## config.mk

```make
export PLATFORM = sky130hd
export DESIGN_NAME = icache_direct_mapped
export DESIGN_NICKNAME = d
export VERILOG_FILES = /design/src/rtl/icache_direct_mapped.sv
export SDC_FILE = /design/constraint.sdc
export NUM_CORES = 1
export LEC_CHECK = 0
export CORE_ASPECT_RATIO = 1.25
export CORE_MARGIN = 5
export CORE_UTILIZATION = 55
export DETAILED_ROUTE_END_ITERATION = 10
export PLACE_DENSITY = 0.82
export SLEW_MARGIN = 0
export SYNTH_ARGS = -nofsm -noshare
export SYNTH_HDL_FRONTEND = slang
export SYNTH_SLANG_ARGS = --single-unit
```

## constraint.sdc

```tcl
create_clock -name clk -period 22.4 [get_ports clk]
set_clock_uncertainty 0.2 [all_clocks]
set_input_delay 4.48 -clock clk [delete_from_list [all_inputs] [get_ports clk]]
set_output_delay 4.48 -clock clk [all_outputs]
set_load 0.02 [all_outputs]
```

## src/rtl/icache_direct_mapped.sv

```systemverilog
// icache_direct_mapped
//   Direct-mapped, read-only instruction cache. A hit returns the addressed
//   word combinationally; a miss stalls fetch (busywait), reads a 4-word
//   block from instruction memory, installs it and then serves the fetch.
//
// Parameters:
//   INDEX_W       index bits; 2**INDEX_W lines of 128 bits each
//
// Ports:
//   clk           rising-edge clock
//   reset         synchronous, active-high; clears valid bits and the FSM
//   flush         (ICACHE_FLUSH_EN only) invalidate every line
//   address       fetch byte address, bits [1:0] ignored
//   read          fetch request
//   instruction   fetched word, NOP (0x0000_0013) on a miss
//   busywait      stall to the fetch unit
//   mem_read      block read request to instruction memory
//   mem_address   block address (address[31:4]), zero when not reading
//   mem_readdata  128-bit block, word0 in bits [31:0]
//   mem_busywait  memory busy; block valid when it drops while mem_read=1
//
// Optional feature macro: ICACHE_FLUSH_EN adds the flush port and the
// pending-flush logic. Without it, valid bits are cleared only by reset.

module icache_direct_mapped #(
  parameter int unsigned INDEX_W = 3
) (
  input  logic         clk,
  input  logic         reset,
`ifdef ICACHE_FLUSH_EN
  input  logic         flush,
`endif
  input  logic [31:0]  address,
  input  logic         read,
  output logic [31:0]  instruction,
  output logic         busywait,
  output logic         mem_read,
  output logic [27:0]  mem_address,
  input  logic [127:0] mem_readdata,
  input  logic         mem_busywait
);

  localparam int unsigned LINES = 1 << INDEX_W;
  localparam int unsigned TAG_W = 28 - INDEX_W;
  localparam logic [31:0] NOP   = 32'h0000_0013;

  localparam logic [1:0] IDLE     = 2'd0;
  localparam logic [1:0] MEM_READ = 2'd1;
  localparam logic [1:0] UPDATE   = 2'd2;

  logic [1:0]         state;
  logic [LINES-1:0]   valid;
  logic [TAG_W-1:0]   tag_arr  [LINES];
  logic [127:0]       data_arr [LINES];
  logic [127:0]       fill_buf;

  logic [1:0]         offset;
  logic [INDEX_W-1:0] index;
  logic [TAG_W-1:0]   tag;
  logic               hit;
  logic [127:0]       line;
  logic [31:0]        word;
  logic               flush_now;

  assign offset = address[3:2];
  assign index  = address[3+INDEX_W:4];
  assign tag    = address[31:4+INDEX_W];
  assign hit    = valid[index] && (tag_arr[index] == tag);

  always_comb begin
    line = data_arr[index];
    word = '0;
    case (offset)
      2'd0:    word = line[31:0];
      2'd1:    word = line[63:32];
      2'd2:    word = line[95:64];
      default: word = line[127:96];
    endcase
    instruction = hit ? word : NOP;
  end

`ifdef ICACHE_FLUSH_EN
  // A flush seen mid-fill is remembered and applied on the first IDLE cycle,
  // so the just-installed line is invalidated along with everything else.
  logic flush_pend;

  assign flush_now = (state == IDLE) && (flush || flush_pend);

  always_ff @(posedge clk) begin
    if (reset)
      flush_pend <= 1'b0;
    else if (state != IDLE && flush)
      flush_pend <= 1'b1;
    else if (state == IDLE)
      flush_pend <= 1'b0;
  end
`else
  assign flush_now = 1'b0;
`endif

  always_comb begin
    busywait = 1'b1;
    if (state == IDLE)
      busywait = flush_now || (read && !hit);
  end

  assign mem_read    = (state == MEM_READ);
  assign mem_address = mem_read ? address[31:4] : '0;

  always_ff @(posedge clk) begin
    if (reset) begin
      state    <= IDLE;
      valid    <= '0;
      fill_buf <= '0;
    end else begin
      case (state)
        IDLE: begin
          // A flush cycle takes priority; the miss is detected next cycle.
          if (flush_now)
            valid <= '0;
          else if (read && !hit)
            state <= MEM_READ;
        end
        MEM_READ: begin
          if (!mem_busywait) begin
            fill_buf <= mem_readdata;
            state    <= UPDATE;
          end
        end
        UPDATE: begin
          valid[index] <= 1'b1;
          state        <= IDLE;
        end
        default: state <= IDLE;
      endcase
    end
  end

  // Tag and data arrays carry no reset; valid bits alone qualify them.
  always_ff @(posedge clk) begin
    if (!reset && state == UPDATE) begin
      tag_arr[index]  <= tag;
      data_arr[index] <= fill_buf;
    end
  end

endmodule

```

==> results of run 1 <==
==> cells by family after synthesis <==
| family | synth area share [%] |
|---|---|
| flip-flops | 76.4 |
| AO/OA/AOI/OAI | 9.51 |
| AND/OR/NAND/NOR | 5.13 |
| multiplexers | 6.74 |
| buffers and inverters | 1.98 |
| XOR/XNOR | 0.203 |
==> layer usage <==
metal	global-route usage, %	vias up
li1	-	13000
met1	33.6	15300
met2	42.8	2204
met3	5.18	374
met4	12.1	0
met5	0	-
==> synthesized netlist by cell type (3+ instances only) <==
| cell type | number | area share (%) |
|---|---|---|
| edfxtp_1 | 1224 | 71 |
| nand2_1 | 320 | 2.3 |
| a21oi_1 | 208 | 2.0 |
| mux2i_1 | 168 | 3.3 |
| a22oi_1 | 152 | 2.2 |
| clkbuf_1 | 141 | 1.0 |
| dfxtp_1 | 138 | 5.3 |
| nor2_1 | 91 | 0.66 |
| mux2_2 | 64 | 1.4 |
| o22ai_1 | 64 | 0.77 |
| a221oi_1 | 58 | 0.98 |
| o21ai_0 | 55 | 0.53 |
| a22o_1 | 49 | 0.83 |
| mux4_2 | 48 | 2.1 |
| and2_1 | 31 | 0.38 |
| buf_2 | 31 | 0.30 |
| a211oi_1 | 30 | 0.44 |
| nand4_1 | 26 | 0.31 |
| nor3_1 | 26 | 0.25 |
| buf_1 | 20 | 0.15 |
| buf_4 | 18 | 0.26 |
| o221ai_1 | 18 | 0.30 |
| nor2b_1 | 14 | 0.17 |
| o211ai_1 | 13 | 0.19 |
| and3_1 | 12 | 0.15 |
| nand2b_1 | 12 | 0.15 |
| nand3_1 | 12 | 0.12 |
| a221o_1 | 11 | 0.21 |
| inv_1 | 11 | 0.080 |
| nor4_1 | 10 | 0.12 |
| xnor2_1 | 10 | 0.17 |
| a311o_1 | 9 | 0.17 |
| o22a_1 | 8 | 0.14 |
| a222oi_1 | 7 | 0.14 |
| o21a_1 | 7 | 0.10 |
| buf_6 | 6 | 0.13 |
| and3b_1 | 5 | 0.085 |
| nand4b_1 | 5 | 0.085 |
| nor3b_1 | 5 | 0.073 |
| o31ai_1 | 5 | 0.073 |
| a41oi_1 | 4 | 0.068 |
| o311ai_0 | 4 | 0.068 |
| or4_1 | 3 | 0.044 |
==> registers in the layout, indices dropped and copies added (netlist names) <==
register,count
data_arr,1024
tag_arr,200
fill_buf,128
valid,8
state,2
==> layout make-up <==
type	instances	area, um2
Sequential cell	1362	39500
Fill cell	6200	34200
Multi-Input combinational cell	1595	11300
Clock buffer	188	3500
Timing Repair Buffer	287	2750
Tap cell	1206	1510
Clock inverter	37	373
Inverter	11	41.3
Antenna cell	1	2.50
==> worst max-delay path, cell delays in order <==
cell,delay [ns]
buf_6,0.32
buf_4,0.69
buf_4,0.61
nand2_1,0.20
buf_4,0.29
o22ai_1,0.30
nor3_1,0.10
nor4b_1,0.51
or4bb_1,0.59
or4_4,0.69
a211oi_1,0.86
clkdlybuf4s50_1,0.76
==> report_power, final <==
| group | leakage, nW | total [mW] | switching [mW] | internal (mW) |
|---|---|---|---|---|
| clock | 1.90 | 2.02 | 0.886 | 1.13 |
| sequential | 11.1 | 2.80 | 0.0240 | 2.77 |
| combinational | 4.83 | 0.275 | 0.169 | 0.105 |
| total | 17.8 | 5.09 | 1.08 | 4.01 |
==> per-stage QoR <==
step	instance area, um2	std cells
after floorplan	51700	3185
after global placement	55100	4461
after detailed placement	55100	4461
after CTS	59000	4686
after global routing	59000	4686
final	59000	4687
==> layout by cell type, fill, tap and decap left out, types with 30 or more instances in the layout <==
master	instances
nand2_1	320
o21ai_0	55
clkdlybuf4s50_1	217
a22o_1	49
dfxtp_1	138
mux4_2	48
mux2_2	64
buf_4	63
mux2i_1	168
a22oi_1	152
nor2_1	83
edfxtp_1	1224
clkbuf_1	46
a221oi_1	58
clkbuf_16	122
a211oi_1	30
a21oi_1	208
and2_1	31
o22ai_1	64
==> worst max-delay path by stage <==
stage                from         endpoint  slack [ns]  cells past startpoint
2_1_floorplan  address[4]   data_arr[5][0]        9.00                     11
3_3_place_gp   address[5]  instruction[20]        7.55                     11
3_5_place_dp   address[5]  instruction[20]        7.50                     12
4_1_cts        address[5]  instruction[20]        7.47                     12
5_1_grt        address[5]  instruction[20]        7.20                     12
6_report       address[5]  instruction[20]        7.26                     12
==> results by group, run 1 <==
Floorplanning
  • Num rows: 125
  • Core ar.: 93200 um2
  • Io pins: 226
  • Starting Density: 55.5%
  • Die W: 284 um
  • Die height: 353 um
  • Die area: 100000 um2

Routing
  • Met3 Wirelength: 15600 um
  • WL met1: 46600 um
  • Vias per cell: 6.58
  • Via count: 30900
  • DRT antenna net count: 0
  • Iter 0 DRT Violations: 4041
  • Routed length per instance: 28.6 um
  • Met2 WL: 65000 um
  • Residual DRC count: 0
  • First-pass iteration count of the detailed router: 6
  • Highest routed layer: met4
  • DRT Wirelength: 134000 um

Worst setup path
  • Arr. time, crit path: 10.46 ns
  • CP Class: input port to output pin
  • WP data required: 17.72 ns
  • Startpoint Class: input port
  • Worst setup EP type: output pin
  • R2R setup slack: 18.51 ns
  • R2r endpoint: data_arr[3][57]
  • FF-to-FF path depth: 6
  • Worst Path Max Fanout: 54
  • Critical R2R Launch: state[0]

Cells and area
  • Layout cells sized above 1: 11.0%
  • Layout area overhead: 14.1%
  • Final Core Density: 63.3%
  • NumNets Final: 3540

Clock tree
  • Worst-path clk slew: 0.06 ns
  • Worst-Skew Late Latency: 0.71 ns
  • Cts bufs inserted: 119
  • Clock tree sinks: 1362
  • Number of buffers on the longest clock path: 3
  • CTS root buffer: clkbuf_16
  • CTS tree: yes
  • Post-CTS setup buffer count: 0
  • Hold_buf cts: 0
  • PostCTS Resize Cnt: 0
  • H-tree levels: 3

GRT
  • Vias in the first global route: 30600
  • Initial antenna violation count: 3
  • Overall routing resource usage: 26.0%
  • Largest net degree at the start of global routing: 133
  • Overflow after GRT: 0
  • First-pass GRT wire length: 196000 um

Worst hold path
  • WHS Endpoint: valid[3]
  • Hold Path Stages: 2
  • HP Start: valid[3]
  • Worst Hold Class: flip-flop to flip-flop

STA
  • Final setup fails: 0
  • Setup TNS: 0 ns
  • Final min period: 15.14 ns
  • Tightest Pin Transition: 1.12 ns
  • Tcrit/Tclk final: 67.6%
  • Hold_ws: 0.274 ns
  • Max_slew headroom: 25.3%
  • RSZ-0062 raised after global routing: no
  • Worst Slack Setup Final: 7.26 ns
  • Final Hold Fails: 0
  • Fmax: 66.0 MHz
  • Max Slew Vio Count: 0

Power and ir drop
  • Leakage: 17.8 nW
  • Peak VDD IR: 0.0000615 V
  • PwrDens: 86.3 nW/um2
  • Final Power: 5.09 mW

Synth
  • Post-synth cell types: 67
  • Synthesis-stage register bit count: 1362
  • Ys async rst share: 0%
  • Syn Nets: 3349
  • Mapped Avg Cell Area: 16.2 um2
  • Register area share after synthesis: 76.4%
  • Syn. warnings: 0
  • Number of enable flip-flop cells after synthesis: 1224
  • Main flop type after synthesis: edfxtp_1
  • Cell count after synthesis: 3185
  • Mapped cell area: 51700 um2

Placement
  • Final HPWL DP: 74000 um
  • Port Buf Inserts: 223
  • Gpl congestion: 0.793
  • Pre-CTS setup slack: 7.50 ns

Run
  • Max-capacitance violation count: 0

Status
  • Status: complete, no violations
No activity file was read; power rests on OpenSTA's default activity.
==> run 2: changes to the inputs <==
==> constraint.sdc (replaced) <==
create_clock -name clk -period 14.9 [get_ports clk]
set_clock_uncertainty 0.2 [all_clocks]
set_input_delay 2.98 -clock clk [delete_from_list [all_inputs] [get_ports clk]]
set_output_delay 2.98 -clock clk [all_outputs]
set_load 0.02 [all_outputs]
==> run 2 against run 1 <==
Utilization hardly changed. First-iteration DRC count is 9.5% lower. Non-clock buffer count increased by 5. Register-to-register slack worse by 7.5 ns. Sequential share of layout area up 0.053 points. Die area unchanged. Highest routed layer unchanged.
==> results by group, run 2 (synthesized netlist as in run 1, its figures left out) <==
Status
  • Status: complete, no violations

STA
  • Worst Slack Setup Final: 3.38 ns (-3.87 ns)
  • Fmax: 86.8 MHz
  • Max_slew headroom: 25.2% (-0.059 points)
  • Tightest Pin Transition: 1.12 ns (+0.000886 ns)
  • Final Hold Fails: 0 (unchanged)
  • Final min period: 11.52 ns
  • Setup TNS: 0 ns (unchanged)
  • Max Slew Vio Count: 0 (unchanged)
  • Tcrit/Tclk final: 77.3%
  • RSZ-0062 raised after global routing: no
  • Final setup fails: 0 (unchanged)

Cells and area
  • Most frequent cells in the layout: 1224 x edfxtp_1, 320 x nand2_1, 217 x clkdlybuf4s50_1
  • Antenna cell count: 0 (-1)
  • Post-route non-filler standard cell count: 4689 (+0.043%)
  • Most common cell after layout, fill and taps aside: edfxtp_1
  • Top flop regs: data_arr: 1024 flops, tag_arr: 200 flops, fill_buf: 128 flops
  • Layout cells sized above 1: 11.3% (+0.36 points)
  • Number of flip-flops in the largest register: 1024 (unchanged)
  • NumNets Final: 3543 (+0.085%)
  • Layout area overhead: 14.0% (about the same)
  • Reg with most FFs: data_arr
  • Final Core Density: 63.2% (about the same)

Clock tree
  • Clock tree sinks: 1362 (unchanged)
  • PostCTS Resize Cnt: 0 (unchanged)
  • CTS root buffer: clkbuf_16
  • Cts bufs inserted: 117 (-1.7%)
  • Worst-Skew Late Latency: 0.72 ns (about the same)
  • Worst-path clk slew: 0.06 ns (about the same)
  • Hold_buf cts: 0 (unchanged)
  • Post-CTS setup buffer count: 0 (unchanged)
  • Number of buffers on the longest clock path: 3 (unchanged)
  • H-tree levels: 3 (unchanged)
  • CTS tree: yes

Worst setup path
  • Worst setup EP type: output pin
  • Arr. time, crit path: 8.34 ns (-2.12 ns)
  • Worst Path Max Fanout: 40 (-26%)
  • WP data required: 11.72 ns (-6.00 ns)
  • CP Class: input port to output pin
  • FF-to-FF path depth: 6 (unchanged)
  • Startpoint Class: input port

Power and ir drop
  • Leakage: 17.8 nW (about the same)
  • Peak VDD IR: 0.000111 V (+80%)
  • PwrDens: 129 nW/um2 (+50%)
  • Comb pwr share: 5.4% (about the same)
  • Flop pwr share: 55.2% (+0.3 points)
  • P_int: 5.98 mW (+49%)
  • Sw frac: 21.3% (+0.12 points)
  • Switching Power: 1.62 mW (+50%)
  • Clk network pwr share: 39.4% (-0.3 points)

Floorplanning
  • Die height: 353 um (unchanged)
  • Num rows: 125 (unchanged)
  • Io pins: 226 (unchanged)
  • Die area: 100000 um2 (unchanged)
  • Die W: 284 um (unchanged)
  • Core ar.: 93200 um2 (unchanged)
  • Starting Density: 55.5% (unchanged)

Routing
  • Residual DRC count: 0 (unchanged)
  • Vias per cell: 6.49 (-1.4%)
  • Routed length per instance: 28.0 um (-2.1%)
  • DRT antenna net count: 0 (unchanged)
  • DRT Wirelength: 131000 um (-2.0%)
  • First-pass iteration count of the detailed router: 6 (unchanged)
  • Via count: 30500 (-1.3%)
  • Iter 0 DRT Violations: 3656 (-9.5%)

GRT
  • Initial antenna violation count: 1 (-2)
  • Overflow after GRT: 0 (unchanged)
  • Largest net degree at the start of global routing: 130 (-2.3%)
  • First-pass GRT wire length: 193000 um (-1.7%)
  • Overall routing resource usage: 25.6% (-0.39 points)
  • Vias in the first global route: 30200 (-1.5%)

Placement
  • Port Buf Inserts: 223 (unchanged)
  • Pre-CTS setup slack: 3.61 ns (-3.89 ns)
  • Final HPWL DP: 73200 um (-1.1%)
  • Gpl congestion: 0.820 (+3.4%)
  • Placed Instances: 4466 (+0.11%)

Run
  • Max-capacitance violation count: 0 (unchanged)

Worst hold path
  • Worst Hold Class: flip-flop to flip-flop
  • Hold Path Stages: 2 (unchanged)
run 2: cell count changes in the layout (fill, tap and decap cells not counted), moves of 2 or more:
cell and change:
clkinvlp_4 +6, bufinv_16 +2, buf_12 -2, buf_4 +7, clkinv_1 +6, clkbuf_8 -9
clkinv_2 +11, inv_8 -2, clkbuf_1 -16, clkbuf_16 -2
run 2: worst max-delay path: stages:
cell and delay, ns:
buf_6 0.33, buf_4 0.61, or2_2 0.66, o22ai_1 0.19, o21ai_0 0.20, nor4b_1 0.46, or4bb_1 0.59, or4_4 0.69
a211oi_1 0.80, clkdlybuf4s50_1 0.76
run 2: final timing paths:
check / slack [ns] / start / end
setup / recovery: 3.38 / address[5] / instruction[18]
hold / removal: 0.28 / valid[6] / valid[6]
setup reg to reg: 10.99 / state[0] / data_arr[0][35]
hold reg to reg: 0.28 / valid[6] / valid[6]
run 2: cell type report:
| type | count | area [um2] |
|---|---|---|
| sequential | 1362 | 39500 |
| fill | 6257 | 34300 |
| multi-input combinational | 1595 | 11300 |
| clock buffer | 161 | 3270 |
| timing repair buffer | 292 | 2760 |
| tap | 1206 | 1510 |
| clock inverter | 62 | 551 |
| inverter | 11 | 41.3 |
run 2: through the flow:
step	area (um2)	hold slack [ns]	power (mW)
4_1_cts	58900	0.279	7.62
3_5_place_dp	55100	0.266	4.69
6_report	58900	0.282	7.61
2_1_floorplan	51700	0.249	4.50
5_1_grt	58900	0.304	7.82
3_3_place_gp	55100	0.257	4.68
run 2: metal layers:
metal,wire length [um],track usage (%),vias to the layer above,share of wire (%)
li1,-,-,13000,-
met1,46300,33.3,15000,35
met5,0,0,-,0
met4,7220,13.2,0,5.5
met2,63200,41.4,2074,48
met3,14700,5.11,361,11
run 2: power by group through the flow:
stage | clock network [mW] | logic, mW | registers [mW]
2_1_floorplan | 0 | 0.230 | 4.27
3_3_place_gp | 0 | 0.396 | 4.28
3_5_place_dp | 0 | 0.402 | 4.28
4_1_cts | 3.02 | 0.405 | 4.20
5_1_grt | 3.18 | 0.430 | 4.20
6_report | 2.99 | 0.410 | 4.20
